[src/rtl/accel_pkg.sv]
// Shared definitions for the fixed-point dot-product accelerator:
// controller states, CSR word offsets and the default fraction width.
package accel_pkg;

    localparam int unsigned FRAC_BITS_DEFAULT = 16;

    localparam logic [3:0] CSR_CTRL  = 4'd0;
    localparam logic [3:0] CSR_WBASE = 4'd2;
    localparam logic [3:0] CSR_ABASE = 4'd3;
    localparam logic [3:0] CSR_LEN   = 4'd5;

    typedef enum logic [2:0] {
        IDLE,
        RD_W,
        WT_W,
        RD_A,
        WT_A,
        ACC,
        DONE
    } state_e;

    // Byte address of word idx; wraps modulo 2^32.
    function automatic logic [31:0] word_addr(input logic [31:0] base, input logic [31:0] idx);
        return base + (idx << 2);
    endfunction

endpackage

[src/rtl/fxp_mac.sv]
// Signed fixed-point multiply-accumulate: acc_out = acc_in + (a*b >>> FRAC_BITS),
// keeping the low 32 bits of the shifted product and wrapping on overflow.
module fxp_mac
    import accel_pkg::*;
#(
    parameter int unsigned FRAC_BITS = FRAC_BITS_DEFAULT
) (
    input  logic [31:0] a,
    input  logic [31:0] b,
    input  logic [31:0] acc_in,
    output logic [31:0] acc_out
);

    logic signed [63:0] product;

    always_comb begin
        product = 64'($signed(a)) * 64'($signed(b));
        acc_out = acc_in + 32'(product >>> FRAC_BITS);
    end

endmodule

[src/rtl/dot_accel.sv]
// Dot-product accelerator: CSR slave programs two vector bases and a length,
// a read-only master fetches W[i]/A[i] pairs and fxp_mac accumulates the sum.
module dot_accel
    import accel_pkg::*;
#(
    parameter int unsigned FRAC_BITS = FRAC_BITS_DEFAULT
) (
    input  logic        clk,
    input  logic        rst_n,
    output logic        slave_waitrequest,
    input  logic [3:0]  slave_address,
    input  logic        slave_read,
    output logic [31:0] slave_readdata,
    input  logic        slave_write,
    input  logic [31:0] slave_writedata,
    input  logic        master_waitrequest,
    output logic [31:0] master_address,
    output logic        master_read,
    input  logic [31:0] master_readdata,
    input  logic        master_readdatavalid,
    output logic        master_write,
    output logic [31:0] master_writedata
);

    state_e      state_q, state_d;
    logic [31:0] wbase_q, wbase_d;
    logic [31:0] abase_q, abase_d;
    logic [31:0] len_q, len_d;
    logic [31:0] idx_q, idx_d;
    logic [31:0] w_q, w_d;
    logic [31:0] a_q, a_d;
    logic [31:0] acc_q, acc_d;
    logic [31:0] result_q, result_d;
    logic [31:0] mac_out;

    assign master_write     = 1'b0;
    assign master_writedata = '0;

    fxp_mac #(
        .FRAC_BITS(FRAC_BITS)
    ) u_mac (
        .a      (w_q),
        .b      (a_q),
        .acc_in (acc_q),
        .acc_out(mac_out)
    );

    always_ff @(posedge clk or negedge rst_n) begin
        if (!rst_n) begin
            state_q  <= IDLE;
            wbase_q  <= '0;
            abase_q  <= '0;
            len_q    <= '0;
            idx_q    <= '0;
            w_q      <= '0;
            a_q      <= '0;
            acc_q    <= '0;
            result_q <= '0;
        end else begin
            state_q  <= state_d;
            wbase_q  <= wbase_d;
            abase_q  <= abase_d;
            len_q    <= len_d;
            idx_q    <= idx_d;
            w_q      <= w_d;
            a_q      <= a_d;
            acc_q    <= acc_d;
            result_q <= result_d;
        end
    end

    always_comb begin
        state_d           = state_q;
        wbase_d           = wbase_q;
        abase_d           = abase_q;
        len_d             = len_q;
        idx_d             = idx_q;
        w_d               = w_q;
        a_d               = a_q;
        acc_d             = acc_q;
        result_d          = result_q;
        slave_waitrequest = 1'b1;
        slave_readdata    = '0;
        master_read       = 1'b0;
        master_address    = '0;

        case (state_q)
            IDLE: begin
                // Only IDLE completes CSR accesses; every other state stalls them.
                slave_waitrequest = 1'b0;
                if (slave_read && slave_address == CSR_CTRL) begin
                    slave_readdata = result_q;
                end
                if (slave_write) begin
                    case (slave_address)
                        CSR_CTRL: begin
                            acc_d   = '0;
                            idx_d   = '0;
                            state_d = (len_q == '0) ? DONE : RD_W;
                        end
                        CSR_WBASE: wbase_d = slave_writedata;
                        CSR_ABASE: abase_d = slave_writedata;
                        CSR_LEN:   len_d   = slave_writedata;
                        default: ;
                    endcase
                end
            end
            RD_W: begin
                master_read    = 1'b1;
                master_address = word_addr(wbase_q, idx_q);
                if (!master_waitrequest) begin
                    state_d = WT_W;
                end
            end
            WT_W: begin
                if (master_readdatavalid) begin
                    w_d     = master_readdata;
                    state_d = RD_A;
                end
            end
            RD_A: begin
                master_read    = 1'b1;
                master_address = word_addr(abase_q, idx_q);
                if (!master_waitrequest) begin
                    state_d = WT_A;
                end
            end
            WT_A: begin
                if (master_readdatavalid) begin
                    a_d     = master_readdata;
                    state_d = ACC;
                end
            end
            ACC: begin
                acc_d   = mac_out;
                idx_d   = idx_q + 32'd1;
                state_d = (idx_d < len_q) ? RD_W : DONE;
            end
            DONE: begin
                result_d = acc_q;
                state_d  = IDLE;
            end
            default: state_d = IDLE;
        endcase
    end

endmodule

[config.mk]
export PLATFORM = sky130hd
export DESIGN_NAME = dot_accel
export DESIGN_NICKNAME = d
export VERILOG_FILES = /design/src/rtl/accel_pkg.sv /design/src/rtl/fxp_mac.sv /design/src/rtl/dot_accel.sv
export SDC_FILE = /design/constraint.sdc
export NUM_CORES = 2
export LEC_CHECK = 0
export CAP_MARGIN = 30
export CORE_ASPECT_RATIO = 0.6
export CORE_UTILIZATION = 60
export DETAILED_ROUTE_END_ITERATION = 8
export HOLD_SLACK_MARGIN = 0.15
export PLACE_DENSITY = 0.82
export SLEW_MARGIN = 0
export SYNTH_ARGS = -nofsm -noshare
export SYNTH_HDL_FRONTEND = slang
export SYNTH_HIERARCHICAL = 1
export SYNTH_SLANG_ARGS = --single-unit
[constraint.sdc]
create_clock -name clk -period 11.7 [get_ports clk]
set_input_delay 2.34 -clock clk [delete_from_list [all_inputs] [get_ports clk]]
set_output_delay 2.34 -clock clk [all_outputs]
set_load 0.03 [all_outputs]
# Word-level counts from Yosys, hierarchy flattened

Cells that the tools add are included.

$add $sub $neg: 4
Multiply operators: 1
Magnitude comparators: 1
Equality and inequality tests: 15
Muxes and demuxes: 18
Reductions and logical operators: 13

Operators with widths:

| cell                                                | count |
|---|---|
| case mux 32 bit (2 select lines)                    | 3 |
| two-way mux 32 bit                                  | 4 |
| adder 32 bit                                        | 3 |
| multiplier 32 x 32 -> 48 bit                        | 1 |
| adder 32 x 1 -> 32 bit, second input constant       | 1 |
| logical NOT 32 bit                                  | 1 |
| less-than comparator 32 bit                         | 1 |
| two-way mux 3 bit                                   | 8 |
| case mux 3 bit (6 select lines)                     | 1 |
| != test 2 bit, second input constant                | 6 |
| AND reduction 3 bit                                 | 4 |
| equality test 3 bit, second input constant          | 3 |
| equality test 4 x 2 -> 1 bit, second input constant | 2 |
| equality test 3 x 2 -> 1 bit, second input constant | 2 |
| AND reduction 6 bit                                 | 1 |
| equality test 4 x 3 -> 1 bit, second input constant | 1 |
| logical NOT 4 bit                                   | 1 |
| AND reduction 2 bit                                 | 2 |
| equality test 3 x 1 -> 1 bit, second input constant | 1 |
| logical NOT 3 bit                                   | 1 |
| two-way mux 1 bit                                   | 2 |
| nonzero test 2 bit                                  | 1 |
| OR reduction 2 bit                                  | 1 |
| logical AND 1 bit                                   | 1 |

Bits in registers: 259
Bits of input ports: 74
Output and inout port bits: 99
Word-level logic and storage cells: 61

# Depth between registers and ports, before layout

Word-level depth: 5
Depth in mapped cells: 37
Mapped depth without buffers: 36

# By module

The synthesis kept the hierarchy.

Modules (own cells, without submodules):

| module    | instances | cells an instance | area each (um^2) | sequential area each (um^2) |
|---|---|---|---|---|
| fxp_mac   | 1         | 3329              | 30367.9          | 0.0 |
| dot_accel | 1         | 1278              | 13758.2          | 6481.2 |

# Worst setup path after synthesis

Ideal clock, no wire load.

Kind: register -> register
Start: register w_q[19]
End: register acc_q[30]
Arrival: 8.629 ns
Data required time: 11.579 ns
Slack: 2.950 ns
Stages on the path, launching flop included: 33
Buffers on the path: 4
Cells stage by stage: dfrtp_1 clkbuf_1 clkbuf_1 and2_1 fa_1 fa_1 inv_1 fa_1 fa_1 inv_1 fa_1 fa_1 fa_1 fa_1 ha_1 buf_6 a211oi_2 o21ai_1 a311o_1 a31oi_2 nand3_1 a221oi_2 o21a_1 xnor2_1 ha_1 clkbuf_1 a211o_1 a21oi_1 o21ai_0 o2111ai_1 a21boi_0 a311o_1 a22o_1

Longest elaborated chain between the ends: 3

Ends and longest elaborated chain:

| item                             | RTL line        | source |
|---|---|---|
| from (decl)                      | dot_accel.sv:30 | `logic [31:0] w_q, w_d;` |
| from (signal assigned)           | dot_accel.sv:65 | `w_q <= w_d;` |
| multiplier 32 x 32 -> 48 bit     | fxp_mac.sv:17   | `product = 64'($signed(a)) * 64'($signed(b));` |
| adder 32 bit                     | fxp_mac.sv:18   | `acc_out = acc_in + 32'(product >>> FRAC_BITS);` |
| named net mac_out[30]            | dot_accel.sv:34 | `logic [31:0] mac_out;` |
| case mux 32 bit (2 select lines) | dot_accel.sv:87 | `case (state_q)` |
| to (signal assigned)             | dot_accel.sv:57 | `acc_q <= '0;` |
| to (signal assigned)             | dot_accel.sv:67 | `acc_q <= acc_d;` |
| to (decl)                        | dot_accel.sv:32 | `logic [31:0] acc_q, acc_d;` |

The timed path passes the listed nets, and every way through them passes these cells.
A chain may end at the register's enable or synchronous reset.

# Worst setup path in the final report

Start: register w_q[7]
End: register acc_q[31]

The elaborated chain is that of the path after synthesis.

==> PnR_summary.wiki <==
{| class="wikitable"
! Metric !! Value
|-
| Run status || finished clean
|-
| Residual DRC || 0
|-
| Number of buffers between clock root and the deepest sink || 3
|-
| Global routing usage summed across all routing layers || 0.338
|-
| Placement row count || 76
|-
| Data required time at the worst endpoint || 12.21 ns
|-
| Number of clock sinks || 259
|-
| Number of buffers created by CTS || 28
|-
| Final worst path period need || 10.26 ns
|-
| Die height || 212 um
|-
| Synth Cell Area || 44100 um2
|-
| Source-to-sink clock delay at the later pin of the worst-skew pair || 0.62 ns
|-
| CTS hold repair buffers || 0
|-
| Final TNS setup || 0 ns
|-
| Minimum setup slack among reg-to-reg paths || 1.44 ns
|-
| Hpwl dp || 98300 um
|-
| Residual overflow from global routing || 0
|-
| Critical path capture point || acc_q[31]
|-
| Clock-pin transition on the worst setup and hold timing paths || 0.07 ns
|-
| CTS tree || built
|-
| Antenna viol nets, final || 0
|-
| Router iterations before antenna repair || 6
|-
| Cell seen most often among critical-path stages || sky130_fd_sc_hd__fa_1
|-
| Final setup violation count || 0
|-
| Starting DRT DRC Count || 3411
|-
| Post-cts repair resize count || 0
|-
| Via count of the routed design || 32300
|-
| Antenna violations before repair || 4
|-
| Yosys warning total || 6
|-
| Kind of end point of the critical path || flip-flop
|-
| Unrepaired setup endpoints after global routing || no
|-
| Instance count of the mapped netlist || 4607
|-
| Starting density of the core || 0.611
|-
| Type of the worst min-delay path || flip-flop to flip-flop
|-
| Total length of routed wires || 122000 um
|-
| Number of top-level pins || 173
|-
| Worst flop-to-flop path startpoint || w_q[7]
|-
| DR WL/cell || 21.6 um
|-
| Register-to-Register Path Depth || 37
|-
| Setup bufs post-CTS || 0
|-
| Global placement routability congestion || 1.01
|-
| Max transition margin || 0.320
|-
| Clk_skew || 0.0255 ns
|-
| Pin count of the biggest net entering global routing || 163
|-
| Kind of launch point of the worst setup path || flip-flop
|-
| Fraction of registers with async set or reset after synthesis || 1.00
|-
| Number of enable flip-flop cells after synthesis || 0
|-
| Total of flip-flops plus latches after synthesis || 259
|-
| Avg Synthesized Cell Area || 9.58 um2
|-
| Critical path type || flip-flop to flip-flop
|-
| Area inside the core boundary || 72300 um2
|-
| Transition time at the pin with the least slew margin || 1.01 ns
|-
| Startpoint of the most critical setup path || w_q[7]
|-
| Final number of max-transition violations || 0
|-
| Number of H-tree branching levels || 1
|-
| Crit-path slowest cell || sky130_fd_sc_hd__dfrtp_1
|-
| Endpoint of the lowest-slack register-to-register path || acc_q[31]
|-
| Die W || 352 um
|-
| First-pass GRT wire length || 193000 um
|-
| Fraction of final layout cells with drive strength greater than 1 || 0.0747
|-
| Routed vias/inst || 5.76
|-
| Clock root buffer || sky130_fd_sc_hd__clkbuf_16
|-
| Maximum clock rate || 0.0975 GHz
|-
| Flip-flop cell with the highest count after synthesis || sky130_fd_sc_hd__dfrtp_1
|-
| Critical path data arrival time || 10.76 ns
|-
| Launch instance of the worst min-delay path || result_q[10]
|-
| Vias in the first global route || 33300
|-
| Netlist cell types || 77
|-
| Largest incremental delay on the critical path || 0.81 ns
|-
| Buffers on Ports || 139
|-
| Die area || 74700 um2
|-
| Crit Path Max Fanout || 18
|-
| Max Cap Violations || 0
|-
| Post-layout utilization of the core || 0.657
|-
| Final #Nets || 5794
|-
| Area growth, synth to finish || 7.54%
|-
| Share of synthesized area occupied by flip-flops and latches || 0.147
|-
| Portion of the clock cycle consumed by the worst path in the final layout || 0.876
|-
| Final Hold Vio Count || 0
|}
-- flip-flops by register name (all words and copies together) (netlist names) --
name and flops:
wbase_q 32, idx_q 32, state_q 3, abase_q 32
a_q 32, len_q 32, w_q 32, result_q 32
acc_q 32
-- synthesized netlist by cell type, types with 31 or more instances --
master | instances | area (um2)
sky130_fd_sc_hd__a21o_1 | 44 | 330
sky130_fd_sc_hd__a21oi_1 | 103 | 515
sky130_fd_sc_hd__a22o_1 | 42 | 368
sky130_fd_sc_hd__and2_1 | 531 | 3320
sky130_fd_sc_hd__buf_4 | 33 | 248
sky130_fd_sc_hd__clkbuf_1 | 222 | 833
sky130_fd_sc_hd__dfrtp_1 | 259 | 6480
sky130_fd_sc_hd__fa_1 | 840 | 16800
sky130_fd_sc_hd__ha_1 | 259 | 3240
sky130_fd_sc_hd__inv_1 | 876 | 3290
sky130_fd_sc_hd__mux2_2 | 191 | 2150
sky130_fd_sc_hd__nand2_1 | 511 | 1920
sky130_fd_sc_hd__nand3_1 | 33 | 165
sky130_fd_sc_hd__nor2_1 | 101 | 379
sky130_fd_sc_hd__nor3_1 | 31 | 155
sky130_fd_sc_hd__o21ai_0 | 110 | 551
sky130_fd_sc_hd__xnor2_1 | 104 | 911
sky130_fd_sc_hd__xor2_1 | 43 | 377
-- layout by cell type (no fill, tap or decap), drive strengths merged, types with 17 or more instances in the layout --
| cell type | netlist | final |
|---|---|---|
| inv | 876 | 878 |
| fa | 840 | 840 |
| and2 | 531 | 531 |
| nand2 | 511 | 511 |
| ha | 259 | 259 |
| dfrtp | 259 | 259 |
| mux2 | 191 | 191 |
| clkdlybuf4s50 | 0 | 138 |
| o21ai | 111 | 111 |
| xnor2 | 105 | 105 |
| a21oi | 104 | 104 |
| nor2 | 102 | 102 |
| buf | 45 | 80 |
| a21o | 44 | 44 |
| xor2 | 43 | 43 |
| a22o | 43 | 43 |
| clkbuf | 222 | 42 |
| nand3 | 34 | 34 |
| conb | 1 | 33 |
| nor3 | 33 | 33 |
| nand4 | 25 | 25 |
| nand2b | 20 | 20 |
| nor4 | 19 | 19 |
| nor2b | 18 | 18 |
| o21a | 17 | 17 |
-- layout make-up --
| class | instances | area (um2) |
|---|---|---|
| Tap cell | 975 | 1220 |
| Clock inverter | 11 | 130 |
| Timing Repair Buffer | 219 | 2120 |
| Inverter | 876 | 3290 |
| Clock buffer | 41 | 820 |
| Multi-Input combinational cell | 3237 | 33400 |
| Sequential cell | 259 | 6480 |
| Antenna cell | 2 | 5.00 |
| Fill cell | 5654 | 24800 |
-- layer usage --
metal | GRT usage | routed length (um) | part of all wire
met5 | 0.0110 | 124 | 0.0010
met4 | 0.0535 | 2110 | 0.017
met3 | 0.178 | 19800 | 0.16
met2 | 0.436 | 46300 | 0.38
met1 | 0.501 | 53100 | 0.44
-- cells by family after synthesis --
group | share of synthesized area
DFF | 0.147
other | 0.0000850
xor gates and xnor gates | 0.0301
buffers and inverters | 0.100
AOI/OAI and AO/OA | 0.0633
and+or+nand+nor | 0.155
adders and majority gates | 0.455
muxes | 0.0499
-- metrics by stage --
stage | instances | hold slack (ns) | setup slack (ns) | cell area, um2
final | 5620 | 0.502 | 1.44 | 47500
after global routing | 5618 | 0.511 | 0.931 | 47400
after CTS | 5616 | 0.500 | 1.62 | 47400
after detailed placement | 5564 | 0.485 | 1.64 | 46500
after global placement | 5554 | 0.480 | 1.23 | 46300
after floorplan | 4639 | 0.471 | 2.95 | 44200
-- worst min path at each step --
stage	cells past startpoint	to	slack (ns)
finish	1	result_q[10]	0.50
global route	1	abase_q[21]	0.51
CTS	1	result_q[10]	0.50
detailed placement	1	result_q[10]	0.49
global placement	1	wbase_q[15]	0.48
floorplan	1	result_q[0]	0.47
-- worst max-delay path: cells and delay by family, from the launching register on --
family	cells	cell delay (ns)
compound gates	16	3.43
flops	1	0.81
fa+ha+maj	10	4.42
simple gates	2	0.24
buf+inv	7	0.82
xor+xnor	2	0.42
Power is not shown: default switching activity piles up to over one toggle a cycle in this logic, so the estimate is an artifact.
